==> config.mk <==
export PLATFORM = sky130hd
export DESIGN_NAME = pipeline_hazard_ctrl
export DESIGN_NICKNAME = d
export VERILOG_FILES = /design/src/rtl/pipeline_hazard_ctrl.sv
export SDC_FILE = /design/constraint.sdc
export NUM_CORES = 1
export LEC_CHECK = 0
export ABC_AREA = 1
export CAP_MARGIN = 10
export CORE_ASPECT_RATIO = 0.7
export CORE_MARGIN = 5
export CORE_UTILIZATION = 30
export CTS_CLUSTER_SIZE = 8
export DETAILED_ROUTE_END_ITERATION = 16
export DONT_BUFFER_PORTS = 1
export PLACE_DENSITY = 0.53
export SLEW_MARGIN = 20
export SYNTH_ARGS = -nofsm -noshare
export SYNTH_HDL_FRONTEND = slang
export SYNTH_SLANG_ARGS = --single-unit
==> constraint.sdc <==
create_clock -name clk -period 1.85 [get_ports clk]
set_input_delay 0.2775 -clock clk [delete_from_list [all_inputs] [get_ports clk]]
set_output_delay 0.2775 -clock clk [all_outputs]
set_load 0.02 [all_outputs]
==> src/rtl/pipeline_hazard_ctrl.sv <==
// Decode-side sequencing controller: per-register write scoreboard for RAW stalls,
// plus fetch freeze while a PC-writing instruction resolves and refill on redirect.
module pipeline_hazard_ctrl #(
  parameter int selectionBits = 4,
  parameter int branchLatency = 2
) (
  input  logic                          clk,
  input  logic                          rst,
  input  logic                          dec_valid,
  input  logic [selectionBits-1:0]      dec_rs1,
  input  logic [selectionBits-1:0]      dec_rs2,
  input  logic                          dec_uses_rs1,
  input  logic                          dec_uses_rs2,
  input  logic                          dec_wr_en,
  input  logic [selectionBits-1:0]      dec_rd,
  input  logic                          dec_pc_wr,
  input  logic                          wb_wr_en,
  input  logic [selectionBits-1:0]      wb_rd,
  input  logic                          redirect,
  output logic                          stall_f,
  output logic                          bubble_ex,
  output logic                          flush_fd,
  output logic                          fetch_active,
  output logic [(1<<selectionBits)-1:0] busy_mask,
  output logic [1:0]                    ctrl_state,
  output logic                          err
);
  localparam int NumRegs = 1 << selectionBits;
  localparam int WaitW   = (branchLatency < 2) ? 1 : $clog2(branchLatency + 1);

  typedef enum logic [1:0] {
    RUN         = 2'd0,
    BRANCH_WAIT = 2'd1,
    REFILL      = 2'd2
  } state_e;

  state_e             state_q, state_d;
  logic [WaitW-1:0]   wait_q, wait_d;
  logic               err_q, err_d;
  logic [1:0]         count_q [NumRegs];
  logic [1:0]         count_d [NumRegs];
  logic [NumRegs-1:0] busy_q, busy_d;

  logic hazard, issue, underflow, redirect_err;
  logic stall_c, bubble_c, flush_c, fetch_c;

  // No bypass: a register retiring this cycle is still seen as pending here.
  assign hazard = dec_valid & ((dec_uses_rs1 & (count_q[dec_rs1] != 2'd0)) |
                               (dec_uses_rs2 & (count_q[dec_rs2] != 2'd0)) |
                               (dec_wr_en    & (count_q[dec_rd]  == 2'd3)));
  assign issue     = dec_valid & ~hazard & (state_q == RUN);
  assign underflow = wb_wr_en & (count_q[wb_rd] == 2'd0);

  for (genvar gi = 0; gi < NumRegs; gi++) begin : g_sb
    logic inc, dec;
    assign inc = issue & dec_wr_en & (dec_rd == selectionBits'(gi));
    assign dec = wb_wr_en & (wb_rd == selectionBits'(gi));

    always_comb begin
      count_d[gi] = count_q[gi];
      if (inc && !dec)
        count_d[gi] = count_q[gi] + 2'd1;
      else if (dec && !inc && count_q[gi] != 2'd0)
        count_d[gi] = count_q[gi] - 2'd1;
      busy_d[gi] = (count_d[gi] != 2'd0);
    end

    always_ff @(posedge clk or posedge rst) begin
      if (rst) begin
        count_q[gi] <= 2'd0;
        busy_q[gi]  <= 1'b0;
      end else begin
        count_q[gi] <= count_d[gi];
        busy_q[gi]  <= busy_d[gi];
      end
    end
  end

  always_comb begin
    state_d      = state_q;
    wait_d       = wait_q;
    stall_c      = 1'b0;
    bubble_c     = 1'b0;
    flush_c      = 1'b0;
    fetch_c      = 1'b1;
    redirect_err = 1'b0;
    case (state_q)
      RUN: begin
        stall_c      = hazard;
        bubble_c     = hazard;
        fetch_c      = ~hazard;
        redirect_err = redirect;
        if (issue && dec_pc_wr) begin
          wait_d  = WaitW'(branchLatency);
          state_d = BRANCH_WAIT;
        end
      end
      BRANCH_WAIT: begin
        stall_c  = 1'b1;
        bubble_c = 1'b1;
        fetch_c  = 1'b0;
        // Redirect is only legal on the final wait cycle, when the branch is in memory.
        if (wait_q == WaitW'(1)) begin
          wait_d  = '0;
          state_d = redirect ? REFILL : RUN;
        end else begin
          wait_d       = wait_q - WaitW'(1);
          redirect_err = redirect;
        end
      end
      REFILL: begin
        flush_c      = 1'b1;
        bubble_c     = 1'b1;
        redirect_err = redirect;
        state_d      = RUN;
      end
      default: state_d = RUN;
    endcase
    err_d = err_q | redirect_err | underflow;
  end

  always_ff @(posedge clk or posedge rst) begin
    if (rst) begin
      state_q <= RUN;
      wait_q  <= '0;
      err_q   <= 1'b0;
    end else begin
      state_q <= state_d;
      wait_q  <= wait_d;
      err_q   <= err_d;
    end
  end

  assign stall_f      = ~rst & stall_c;
  assign bubble_ex    = ~rst & bubble_c;
  assign flush_fd     = ~rst & flush_c;
  assign fetch_active = rst | fetch_c;
  assign busy_mask    = busy_q;
  assign ctrl_state   = state_q;
  assign err          = err_q;
endmodule

---- Yosys cells after proc, flatten, opt, wreduce, memory -nomap -nowiden ----
Index checks and enable logic that the tools add are counted.
storage, ports and cells
  register bits ........................... 53
  bits of input ports ..................... 25
  output and inout bits ................... 23
  logic and storage cells ................. 343
operators by class
  add/subtract/negate cells ............... 33
  $lt $le $gt $ge ......................... 4
  equality and inequality tests ........... 36
  mux-type cells .......................... 57
  bitwise gates (word level) .............. 54
  reductions and logical operators ........ 124
operators with widths
  cell                 count
  $mux 2               45
  $reduce_bool 2->1    35
  $eq 4x4->1 const B   16
  $logic_and 1x1->1    49
  $and 1x1->1          43
  $sub 2x1->2 const B  17
  $add 2x1->2 const B  16
  $bmux 2 s4           4
  $eq 4x3->1 const B   8
  $logic_not 1->1      32
  $ge 5x5->1 const B   4
  $not 4->5            4
  $eq 4x2->1 const B   4
  $eq 4x1->1 const B   2
  $logic_not 4->1      2
  $pmux 1 s2           4
  $pmux 2 s2           2
  $or 1x1->1           5
  $eq 2x1->1 const B   2
  $eq 2x2->1 const B   2
  $logic_not 2->1      2
  $reduce_and 2->1     2
  $reduce_or 2->1      2
  $mux 1               2
  3 further kinds      4

---- Longest topological paths before layout ----
  depth after elaboration ................. 20
  mapped depth ............................ 20
  depth with buffers taken out ............ 19

---- Worst setup path after synthesis ----
OpenSTA, ideal clock, no wires.
  path kind ............................... input -> output
  from .................................... input port rst
  to ...................................... output port fetch_active
  arrival time ............................ 1,792 ps
  required time ........................... 1,572 ps
  slack ................................... -220 ps
  stages .................................. 2
  cells stage by stage .................... inv_1 -> nand2_1
on the way
  word-level cells in the longest chain between the ends .. 1
RTL lines
  what                line  source
  start: declaration  8     input logic rst,
  $or 1x1->1          137   assign fetch_active = rst | fetch_c;
  end: declaration    23    output logic fetch_active,
Every way passes these cells.

---- Final worst setup path ----
  from .................................... register count_q[10] (netlist name)
  to ...................................... register busy_q[8] (netlist: busy_mask[8])
on the way
  word-level cells in the longest chain between the ends .. 19
RTL lines
  what                                    line    source
  start: declaration                      40      logic [1:0] count_q [NumRegs];
  start signal: indexed assignment        73      count_q[gi] <= count_d[gi];
  $bmux 2 s4 (on tied branches)           48, 49
  $mux 2 (on tied branches) (2 in a row)  48, 49
  $reduce_bool 2->1 (on tied branches)    48, 49
  $and 1x1->1 (on tied branches)          48, 49
  $or 1x1->1                              48      assign hazard = dec_valid & ((dec_uses_rs1 & (count_q[dec_rs1] != 2'd0)) |
  $or 1x1->1 *                            49      (dec_uses_rs2 & (count_q[dec_rs2] != 2'd0)) |
  $and 1x1->1 *                           48
  $not 1->1 *                             51      assign issue = dec_valid & ~hazard & (state_q == RUN);
  $and 1x1->1 * (2 in a row)              51
  $and 1x1->1 * (2 in a row)              56      assign inc = issue & dec_wr_en & (dec_rd == selectionBits'(gi));
  $logic_not 1->1                         63      else if (dec && !inc && count_q[gi] != 2'd0)
  $logic_and 1x1->1 (2 in a row)          63
  $mux 2                                  63
  $mux 2 *                                61      if (inc && !dec)
  $reduce_bool 2->1 *                     65      busy_d[gi] = (count_d[gi] != 2'd0);
  net busy_d[8]                           42      logic [NumRegs-1:0] busy_q, busy_d;
  end signal: indexed assignment          74      busy_q[gi] <= busy_d[gi];
  end: declaration                        42
The timed path passes the listed nets; every way through them passes the cells marked *. The select of a mux whose other input is x is not followed.
A chain may end at the register's enable or synchronous reset.

==> flow_metrics.py <==
metrics = {
    "clocking": {
        "root_buffer": "clkbuf_16",
        "cts_tree": "yes",
        "numCtsBuffers": 5,
        "cts.sinks": 53,
        "cts_buffer_depth": 2,
        "clk_latency_ns": 0.30,
        "htree_levels": 2,
        "path_clk_slew_ns": 0.08,
        "holdBufCountCts": 0,
    },
    "global_routing": {
        "overflow": 0,
        "grt_usage_pct": 18.3,
        "first_global_vias": 4773,
        "grt_pass1_wl_mm": 24.4,
        "grt_antenna_before_repair": 0,
        "grt_max_degree": 54,
    },
    "die": {
        "die_area_um2": 16800,
        "pin_count": 48,
        "core.rowCount": 36,
        "die_h_um": 110,
        "start_util_pct": 30.7,
        "core_region_area_um2": 14000,
        "chipWidth_um": 153,
    },
    "place": {
        "detailed_place.area_um2": 5070,
        "place_ws_ns": -0.517,
        "portBuffers": 0,
        "place_congestion": 0.914,
        "dp_cells": 916,
        "place_hpwl_mm": 11.5,
    },
    "final_layout": {
        "antenna_cells": 0,
        "post-route-util_pct": 41.4,
        "drive_gt1_share_pct": 29.3,
        "final_cells": 940,
        "stdcell_area_um2": 5780,
        "syn_to_final_growth_pct": 35.0,
        "final_nets": 797,
    },
    "logic_synthesis": {
        "synth_edf_count": 0,
        "yosysSeqAreaShare_pct": 31.0,
        "synth.distinct_cells": 32,
        "synth.area.mux_share_pct": 0,
        "async_flop_share_pct": 100,
        "synth_xor_xnor_area_share_pct": 0,
        "netlist_instances": 663,
        "synth_compound_area_share_pct": 4.29,
        "synthSimpleGateAreaFrac_pct": 48.3,
        "synth_area_per_cell_um2": 6.46,
        "yosys_warnings": 0,
        "synth_top_flop_cell": "dfrtp_1",
        "ys_ff_latch": 53,
        "synth_top_family_by_area": "simple AND/OR/NAND/NOR gates",
        "synth.cell_area_um2": 4280,
        "synth_fa_ha_area_share_pct": 6.43,
        "synth_fp_nets": 710,
    },
    "worst_setup_path": {
        "cp.arrival_ns": 2.57,
        "worst_setup_path_end_kind": "register",
        "reg2regPathDepth": 15,
        "worst_r2r_endpoint": "busy_mask[8]$_DFF_PP0_",
        "startpoint_type": "register",
        "r2r_slack_ns": -0.49,
        "critical_path_required_ns": 2.08,
        "criticalPathCategory": "reg -> reg",
        "reg2reg_from": "count_q[10]$_DFF_PP0_",
        "worstPathMaxFanout": 4,
    },
    "run_status": {
        "run_status": "complete, but fails checks",
        "violations": "negative setup slack",
    },
    "drt": {
        "drt_wl_total_mm": 15.1,
        "first_pass_iters": 5,
        "antenna_left": 0,
        "vias": 4809,
        "viasPerCell": 5.12,
        "drt-initial-drc-count": 431,
        "drc": 0,
        "avgRoutedWirePerCell_um": 16.1,
    },
    "pwr": {
        "power_density_nw_per_um2": 1360,
        "finalPower_uw": 7850,
        "vdd_drop_max_v": 0.000594,
        "cellLeakagePower_uw": 0.00292,
    },
    "sta": {
        "max_slew_margin_pct": 54.7,
        "worstMarginPinSlew_ns": 0.680,
        "setup_viol_count_final": 55,
        "worst_slack_ns": -0.493,
        "fin_crit_ns": 2.34,
        "hold_viol": 0,
        "max_freq_ghz": 0.427,
        "min_period_over_period_pct": 127,
        "report.final.slew_viol_count": 0,
        "rsz0062_at_grt": "yes",
        "fin_skew_ns": 0.0113,
    },
    "hold_path": {
        "worstHoldPathType": "in -> async",
    },
    "flow_run": {
        "maxCapViolCount": 0,
    },
}
-- critical path: stages, from the launching register on --
cell and delay [ns]:
dfrtp_1 0.40, nor2_2 0.23, nand2_1 0.08, nand2_1 0.07
nand2_1 0.04, nand3_1 0.08, nand3_2 0.09, nand3_4 0.12
nand3_4 0.08, buf_6 0.12, buf_4 0.13, nor3b_4 0.29
buf_4 0.18, buf_6 0.10, nand4_1 0.13, nand3_2 0.12
-- how the worst max path moves through the flow --
stage,startpoint,to,slack (ns)
2_1_floorplan,dec_rd[0],busy_mask[4]$_DFF_PP0_,-0.03
3_3_place_gp,count_q[26]$_DFF_PP0_,busy_mask[15]$_DFF_PP0_,-0.47
3_5_place_dp,count_q[27]$_DFF_PP0_,busy_mask[15]$_DFF_PP0_,-0.52
4_1_cts,count_q[18]$_DFF_PP0_,busy_mask[14]$_DFF_PP0_,-0.43
5_1_grt,count_q[21]$_DFF_PP0_,busy_mask[8]$_DFF_PP0_,-0.63
6_report,count_q[10]$_DFF_PP0_,busy_mask[8]$_DFF_PP0_,-0.49
-- flip-flops by register name, indices dropped and copies added (netlist names) --
| register | flops |
|---|---|
| err | 1 |
| ctrl_state | 2 |
| wait_q | 2 |
| busy_mask | 16 |
| count_q | 32 |
-- layout make-up --
| cell class | instances | area (um2) |
|---|---|---|
| Fill cell | 1457 | 8180 |
| Inverter | 83 | 318 |
| Multi-Input combinational cell | 513 | 2940 |
| Sequential cell | 53 | 1330 |
| Timing Repair Buffer | 94 | 800 |
| Tap cell | 190 | 238 |
| Clock inverter | 2 | 35.0 |
| Clock buffer | 5 | 125 |
-- synthesized netlist by cell type, drive strengths merged, types with 3 or more instances --
library cell / number / area [um2]
nand2: 248 / 953
nand3: 85 / 473
inv: 83 / 314
nor2: 76 / 295
dfrtp: 53 / 1330
nand4: 46 / 313
ha: 22 / 275
o21ai: 18 / 93.8
buf: 12 / 109
a21oi: 6 / 30.0
nor3: 3 / 15.0
-- placed cells by master (no fill, tap or decap), types with 2 or more instances in the layout --
| cell type | Yosys | routed |
|---|---|---|
| a21oi_1 | 6 | 3 |
| a21oi_2 | 0 | 2 |
| buf_4 | 0 | 78 |
| buf_6 | 8 | 11 |
| buf_8 | 0 | 3 |
| clkbuf_16 | 0 | 6 |
| dfrtp_1 | 53 | 53 |
| ha_1 | 22 | 22 |
| inv_1 | 74 | 67 |
| inv_2 | 8 | 14 |
| nand2_1 | 241 | 210 |
| nand2_2 | 6 | 32 |
| nand2_4 | 1 | 6 |
| nand3_1 | 77 | 50 |
| nand3_2 | 7 | 29 |
| nand3_4 | 1 | 6 |
| nand4_1 | 42 | 42 |
| nand4_4 | 0 | 3 |
| nor2_1 | 74 | 63 |
| nor2_2 | 1 | 6 |
| nor2_4 | 1 | 7 |
| nor3_1 | 3 | 3 |
| o21ai_0 | 7 | 3 |
| o21ai_1 | 10 | 6 |
| o21ai_2 | 1 | 8 |
| o221ai_1 | 2 | 2 |
| o22ai_1 | 2 | 2 |
-- logic make-up after synthesis --
| family | Yosys count |
|---|---|
| DFF | 53 |
| buffers and inverters | 97 |
| and+or+nand+nor | 459 |
| AOI/OAI and AO/OA | 32 |
| adders and majority gates | 22 |
-- stage by stage --
step	setup TNS, ns	hold slack [ns]
finish	-20.92	0.0746
global route	-29.58	0.157
CTS	-19.10	0.110
detailed placement	-23.07	0.434
global placement	-21.52	0.420
floorplan	-0.147	0.343
-- layer usage --
layer  track usage [%]  vias to the layer above  routed length, um
li1                  -                     2322                  -
met1              25.2                     2307               7050
met2              29.5                      162               6720
met3              4.02                       18               1120
met4              4.39                        0                255
met5                 0                        -                  0
-- power by group --
group / total [uW] / internal (uW) / switching (uW) / leakage [uW]
Clock: 1060 / 630 / 434 / 0.0000797
Combinational: 4530 / 1990 / 2540 / 0.00227
Sequential: 2260 / 1690 / 577 / 0.000577
-- what timing repair did --
| item | CTS | global route |
|---|---|---|
| setup buffers | 10 | 9 |
| gates cloned | 1 | 1 |
| resized for setup | 61 | 53 |
| pin swaps | 31 | 42 |
| setup endpoints to repair | 55 | 55 |
No activity file was read; power rests on OpenSTA's default activity.
